==> config.mk <==
export PLATFORM = sky130hd
export DESIGN_NAME = parity_frame_tx
export DESIGN_NICKNAME = d
export VERILOG_FILES = /design/src/rtl/parity_frame_tx.sv
export SDC_FILE = /design/constraint.sdc
export NUM_CORES = 1
export LEC_CHECK = 0
export ABC_AREA = 1
export BUFFER_PORTS_ARGS = -buffer_cell sky130_fd_sc_hd__buf_4
export CAP_MARGIN = 5
export CORE_MARGIN = 1
export CORE_UTILIZATION = 29
export CTS_BUF_LIST = sky130_fd_sc_hd__clkbuf_16
export DETAILED_ROUTE_END_ITERATION = 16
export GPL_TIMING_DRIVEN = 0
export PLACE_DENSITY_LB_ADDON = 0.15
export SLEW_MARGIN = 10
export SYNTH_ARGS = -nofsm -noshare
export SYNTH_HDL_FRONTEND = slang
export SYNTH_SLANG_ARGS = --single-unit
==> constraint.sdc <==
create_clock -name clk -period 1.55 [get_ports clk]
set_input_delay 0.155 -clock clk [delete_from_list [all_inputs] [get_ports clk]]
set_output_delay 0.155 -clock clk [all_outputs]
set_load 0.1 [all_outputs]
==> src/rtl/parity_frame_tx.sv <==
// -----------------------------------------------------------------------------
// parity_frame_tx
//   Transmit side of the serial parity link. A parallel word is accepted over a
//   valid/ready handshake. It is sent one bit per transfer, and then one parity
//   bit follows. The serial side is a valid/ready stream toward the link/checker.
//
// Parameters
//   DATA_WIDTH : data bits per frame (>= 2)
//   ODD_PARITY : 0 = even parity over the frame, 1 = odd parity
//   LSB_FIRST  : 1 = bit 0 is sent first, 0 = bit DATA_WIDTH-1 is sent first
//
// Ports
//   clk        in   rising-edge clock
//   rstn       in   asynchronous active-low reset
//   in_data    in   parallel word to send
//   in_valid   in   in_data valid
//   in_ready   out  word accepted on an edge where in_valid && in_ready
//   out        out  serial bit (data or parity), 0 when out_valid is low
//   out_valid  out  out holds a valid bit
//   out_ready  in   sink accepts a bit on an edge where out_valid && out_ready
//   out_last   out  current bit is the parity bit (end of frame)
//   busy       out  frame in progress
// -----------------------------------------------------------------------------
module parity_frame_tx #(
    parameter int DATA_WIDTH = 8,
    parameter bit ODD_PARITY = 1'b0,
    parameter bit LSB_FIRST  = 1'b1
) (
    input  logic                  clk,
    input  logic                  rstn,
    input  logic [DATA_WIDTH-1:0] in_data,
    input  logic                  in_valid,
    output logic                  in_ready,
    output logic                  out,
    output logic                  out_valid,
    input  logic                  out_ready,
    output logic                  out_last,
    output logic                  busy
);

    localparam int CW = $clog2(DATA_WIDTH);
    localparam logic [CW-1:0] LAST_IDX = CW'(DATA_WIDTH - 1);

    localparam logic [1:0] S_IDLE   = 2'd0;
    localparam logic [1:0] S_DATA   = 2'd1;
    localparam logic [1:0] S_PARITY = 2'd2;

    logic [1:0]            r_state;
    logic [DATA_WIDTH-1:0] r_shift;
    logic [CW-1:0]         r_cnt;
    logic                  r_par;
    logic                  r_out;
    logic                  r_out_valid;
    logic                  r_out_last;
    logic                  r_busy;

    logic                  w_accept;
    logic                  w_xfer;
    logic                  w_first_bit;
    logic [DATA_WIDTH-1:0] w_shift_nx;
    logic                  w_next_bit;
    logic                  w_par_nx;

    // in_ready is combinational. In PARITY, a new word can only be taken on the
    // same edge the parity bit leaves, so there is no idle gap between frames.
    assign in_ready    = rstn && ((r_state == S_IDLE) ||
                                  ((r_state == S_PARITY) && out_ready));
    assign w_accept    = in_valid && in_ready;
    assign w_xfer      = r_out_valid && out_ready;
    assign w_first_bit = LSB_FIRST ? in_data[0] : in_data[DATA_WIDTH-1];

    // The bit currently on 'out' is always at the send end of r_shift.
    assign w_shift_nx  = LSB_FIRST ? (r_shift >> 1) : (r_shift << 1);
    assign w_next_bit  = LSB_FIRST ? w_shift_nx[0] : w_shift_nx[DATA_WIDTH-1];
    assign w_par_nx    = r_par ^ r_out;

    always_ff @(posedge clk or negedge rstn) begin
        if (!rstn) begin
            r_state     <= S_IDLE;
            r_shift     <= '0;
            r_cnt       <= '0;
            r_par       <= 1'b0;
            r_out       <= 1'b0;
            r_out_valid <= 1'b0;
            r_out_last  <= 1'b0;
            r_busy      <= 1'b0;
        end else begin
            case (r_state)
                S_IDLE: begin
                    if (w_accept) begin
                        r_state     <= S_DATA;
                        r_shift     <= in_data;
                        r_cnt       <= '0;
                        r_par       <= 1'b0;
                        r_out       <= w_first_bit;
                        r_out_valid <= 1'b1;
                        r_out_last  <= 1'b0;
                        r_busy      <= 1'b1;
                    end
                end

                S_DATA: begin
                    if (w_xfer) begin
                        r_par   <= w_par_nx;
                        r_shift <= w_shift_nx;
                        if (r_cnt == LAST_IDX) begin
                            // The counter holds at its last index here. Only a
                            // new accept clears it.
                            r_state    <= S_PARITY;
                            r_out      <= w_par_nx ^ ODD_PARITY;
                            r_out_last <= 1'b1;
                        end else begin
                            r_cnt <= r_cnt + 1'b1;
                            r_out <= w_next_bit;
                        end
                    end
                end

                S_PARITY: begin
                    if (w_xfer) begin
                        if (w_accept) begin
                            r_state     <= S_DATA;
                            r_shift     <= in_data;
                            r_cnt       <= '0;
                            r_par       <= 1'b0;
                            r_out       <= w_first_bit;
                            r_out_valid <= 1'b1;
                            r_out_last  <= 1'b0;
                            r_busy      <= 1'b1;
                        end else begin
                            r_state     <= S_IDLE;
                            r_out       <= 1'b0;
                            r_out_valid <= 1'b0;
                            r_out_last  <= 1'b0;
                            r_busy      <= 1'b0;
                        end
                    end
                end

                default: begin
                    r_state     <= S_IDLE;
                    r_out       <= 1'b0;
                    r_out_valid <= 1'b0;
                    r_out_last  <= 1'b0;
                    r_busy      <= 1'b0;
                end
            endcase
        end
    end

    assign out       = r_out;
    assign out_valid = r_out_valid;
    assign out_last  = r_out_last;
    assign busy      = r_busy;

endmodule
Word-level counts from Yosys, hierarchy flattened --
Index checks and enable logic that the tools add are counted.
Word-level totals: bits in registers 17, bits of input ports 12, output and inout bits 5, word-level logic and storage cells 64
Cells by class: $add $sub $neg 1, equal/unequal tests 8, multiplexer cells 34, bitwise logic cells 2, reductions and logical operators 12
Operators by type and width (count):
- 8-bit two-way mux | 3
- 8-bit case mux with 3 select lines | 1
- 1-bit two-way mux | 16
- 3-bit two-way mux | 4
- 1-bit case mux with 3 select lines | 4
- 2-bit != test (second input constant) | 5
- 3-bit case mux with 3 select lines | 1
- 3-bit AND reduction | 3
- 2-bit two-way mux | 4
- 4-bit AND reduction | 2
- 2-bit case mux with 3 select lines | 1
- 1-bit logical AND | 4
- 3-bit by 1-bit adder with 3-bit output (second input constant) | 1
- 3-bit == test (second input constant) | 1
- 3-bit nonzero test | 1
- 2-bit by 1-bit == test with 1-bit output (second input constant) | 1
- 2-bit == test (second input constant) | 1
- 2-bit zero test | 1
- 1-bit logical OR | 1
- 1-bit NOT | 1
- 1-bit bitwise XOR | 1

Longest topological paths before layout --
depth after elaboration 8, gate-level depth with buffers 8, gate-level depth less buffers 8

Worst setup path after synthesis --
Ideal clock, no wire load.
kind register to output, from reg r_state[1], to out in_ready, data arrival time 1.805 ns, required time 1.395 ns, setup slack -0.410 ns, cell stages (with the launch flop) 3, buffers on the path 0, cell sequence dfrtp_1 -> nand2_1 -> and2_1
Between the ends: word-level cells in the longest chain between the ends 4, elaborated cells between the ends (all ways) 5, classes of those cells 1 x eq/ne; 4 x reduce/logical
RTL lines:
- start: declaration | RTL line 48 | logic [1:0] r_state;
- start signal: assignment | RTL line 79 | r_state <= S_IDLE;
- start signal: assignment | RTL line 91 | r_state <= S_DATA;
- start signal: assignment | RTL line 109 | r_state <= S_PARITY;
- 2-bit == test | RTL line 67 | ((r_state == S_PARITY) && out_ready));
- 1-bit logical AND | RTL line 67
- 1-bit logical OR (*) | RTL line 66 | assign in_ready = rstn && ((r_state == S_IDLE) ||
- 1-bit logical AND (*) | RTL line 66
- end: declaration | RTL line 33 | output logic in_ready,
Mark *: on every way between the ends. The rest lies on a longest branch, timed or not.

Final worst setup path --
from reg r_state[0], to out in_ready
Same word-level chain as after synthesis.

==> parameters.txt <==
Parameter                              Value

Outcome
  Outcome    completed

Worst setup path
  Data arrival at the endpoint of the critical path    1.27 ns
  CP Launch Type    flip-flop
  CP Capture Type    primary output
  Endpoint required time on the critical path    1.39 ns
  Max Fanout on Critical Path    4
  Worst Path Class, Setup    flip-flop to primary output

STA
  Number of endpoints with negative hold slack in the final report    0
  Setup Viol. Count Final    0
  Worst clock skew    0.00190 ns
  Worst Slack Setup Final    0.126 ns
  Max Fclk    0.702 GHz
  Crit path time final    1.42 ns
  Setup repair after global routing missed its margin    no
  Rel. slew slack    0.513
  Share of the clock period used by the worst path after layout    0.919
  Transition time at the pin with the least slew margin    0.728 ns
  Final sum of negative setup slack    0 ns
  Slew Limit Fails    0

Logic synthesis
  Mapped cell area    860 µm²
  Portion of netlist area occupied by mux cells    0
  XOR/XNOR share of the synthesized area    0
  Largest family of logic cells by synthesized area    simple AND/OR/NAND/NOR gates
  Number of distinct library cells after synthesis    20
  Syn nets    131
  Average footprint of a synthesized cell    7.35 µm²
  Cells after synthesis    117
  Number of warning messages in the yosys log    0
  Flops & latches, synth    15
  Simple-gate area share of the yosys netlist    0.415
  Area share of fa/ha/maj cells after synthesis    0.0291
  Synthesized-area fraction occupied by ao, oa, aoi and oai cells    0.0626
  Sequential element share of the synthesized area    0.437

Floorplanning
  Chip Width    56.4 µm
  Full die area    0.00319 mm²
  Top-Level Pins    17
  Std-Cell Core Area    0.00278 mm²
  Row cnt    19
  Die height    56.4 µm
  Initial Utilization    0.309

Clock network
  Number of setup buffers added after CTS    0
  TritonCTS clock tree    done
  Clock sink total    15
  Clock Latency Late Sink    0.24 ns
  Clock Pin Slew Worst Setup and Hold Paths    0.05 ns
  Clock buffers created by TritonCTS    3
  Clock root buffer    clkbuf_16
  H-tree depth    1
  Deepest clock path buffer count    2

Routing
  Total length of routed met2 wires    896 µm
  Average via count per standard cell    4.54
  Router iterations before antenna repair    4
  Total length of routed met3 wires    71 µm
  Wire length reported by the detailed router    1850 µm
  ANT nets after route    0
  Routed wire per std cell    11.0 µm
  Highest metal layer used by the detailed router    met4
  Drt initial violations    17
  Number of remaining DRC errors    0
  Met1 WL    870 µm
  Vias    768

Finish
  Fraction of final layout cells sized beyond drive strength 1    0.268
  Fin nets    153
  Area delta synth->final    29.7%
  Final cell count without fillers    169
  Antenna diode count    0

Place
  DP Wirelength    1360 µm
  Final GP Congestion    0.815
  Count of placed standard cells including taps    164
  Worst slack after detailed placement    0.0967 ns
  Port-buffer cells    16

Global routing
  Tot GR Track Use    0.131
  Antenna violations before repair    0
  Total congestion overflow    0
  Pin count of the biggest net entering global routing    16
  Via count of the first global-routing pass    727
  First-pass GRT wire length    3240 µm

Run
  Max cap viols    0

Power
  Power density of the placed cells    858 mW/mm²
  Maximum VDD drop    0.434 mV
  Standby leakage power    0.626 nW

Min path
  Tightest Hold Check Type    input pin to flip-flop
routing by layer:
layer | up-vias | global-route usage
li1 | 410 | -
met1 | 343 | 0.172
met2 | 13 | 0.215
met3 | 2 | 0.0207
met4 | 0 | 0.0523
met5 | - | 0
flip-flops by register name, summed over array words and instances, names as in the netlist:
signal	flops
r_shift	7
r_cnt	3
r_state	2
busy	1
out	1
r_par	1
cell families (layout without fill, tap and decap cells):
family | after synthesis | after routing
AOI/OAI and AO/OA | 8 | 8
buffers and inverters | 11 | 32
DFF | 15 | 15
adders and majority gates | 2 | 2
and+or+nand+nor | 81 | 81
worst paths after layout:
kind	startpoint	end	slack, ns	depth (start not counted)
max in group asynchronous	rstn	busy$_DFFE_PN0P_	0.53	2
worst min-delay path	in_data[7]	r_shift[7]$_DFFE_PN0P_	0.17	3
worst max register to register	r_cnt[0]$_DFFE_PN0P_	out$_DFFE_PN0P_	0.14	7
min in group asynchronous	rstn	r_state[0]$_DFFE_PN0P_	0.51	2
worst min register to register	r_shift[1]$_DFFE_PN0P_	r_shift[1]$_DFFE_PN0P_	0.47	2
worst max-delay path	r_state[0]$_DFFE_PN0P_	in_ready	0.13	3
where the power goes:
group | internal [mW] | switching, mW | total, mW
Clock | 0.344 | 0.158 | 0.502
Combinational | 0.0273 | 0.0346 | 0.0619
Sequential | 0.392 | 0 | 0.392
Total | 0.764 | 0.193 | 0.957
Yosys cell counts, drive strengths merged:
cell type | n | share of area
or2 | 2 | 0.015
a21boi | 1 | 0.022
buf | 2 | 0.017
nand3 | 12 | 0.076
ha | 2 | 0.029
inv | 9 | 0.039
nor2 | 3 | 0.025
o21ai | 7 | 0.041
nand2 | 62 | 0.29
dfrtp | 15 | 0.44
and2 | 1 | 0.0073
nand4 | 1 | 0.0073
worst max-delay path: stages, from the launching register on:
cell and delay, ns:
dfrtp_1 0.42, nor2_1 0.17, and2_2 0.16, buf_4 0.28
placed cells by master, fill, tap and decap left out, drive strengths merged, types with 2 or more instances in the layout:
master,netlist,routed
o21ai,7,7
nand3,12,12
nand2,62,62
ha,2,2
buf,2,18
dfrtp,15,15
nor2,3,3
clkbuf,0,3
or2,2,2
inv,9,9
per-stage QoR:
| step | hold slack [ns] | total power [mW] | cell area (µm²) | utilization |
|---|---|---|---|---|
| 3_3_place_gp | 0.0317 | 0.459 | 1020 | 0.368 |
| 4_1_cts | 0.170 | 0.969 | 1110 | 0.400 |
| 6_report | 0.171 | 0.957 | 1110 | 0.401 |
| 2_1_floorplan | -0.141 | 0.425 | 863 | - |
| 3_5_place_dp | 0.0298 | 0.460 | 1020 | 0.368 |
| 5_1_grt | 0.202 | 0.989 | 1110 | 0.401 |
layout make-up:
class	instances	area, µm²
Inverter	9	33.8
Timing Repair Buffer	17	130
Fill cell	315	1670
Clock buffer	3	75.1
Multi-Input combinational cell	91	439
Tap cell	31	38.8
Clock inverter	1	5.00
Sequential cell	15	378
Buffer	2	15.0
timing repair:
action / 4_1_cts / 5_1_grt
resized for setup: 0 / 1
hold buffers: 1 / 0
hold endpoints to repair: 15 / 0
setup endpoints to repair: 0 / 1
Note: power is estimated with default switching activity, not from simulation.
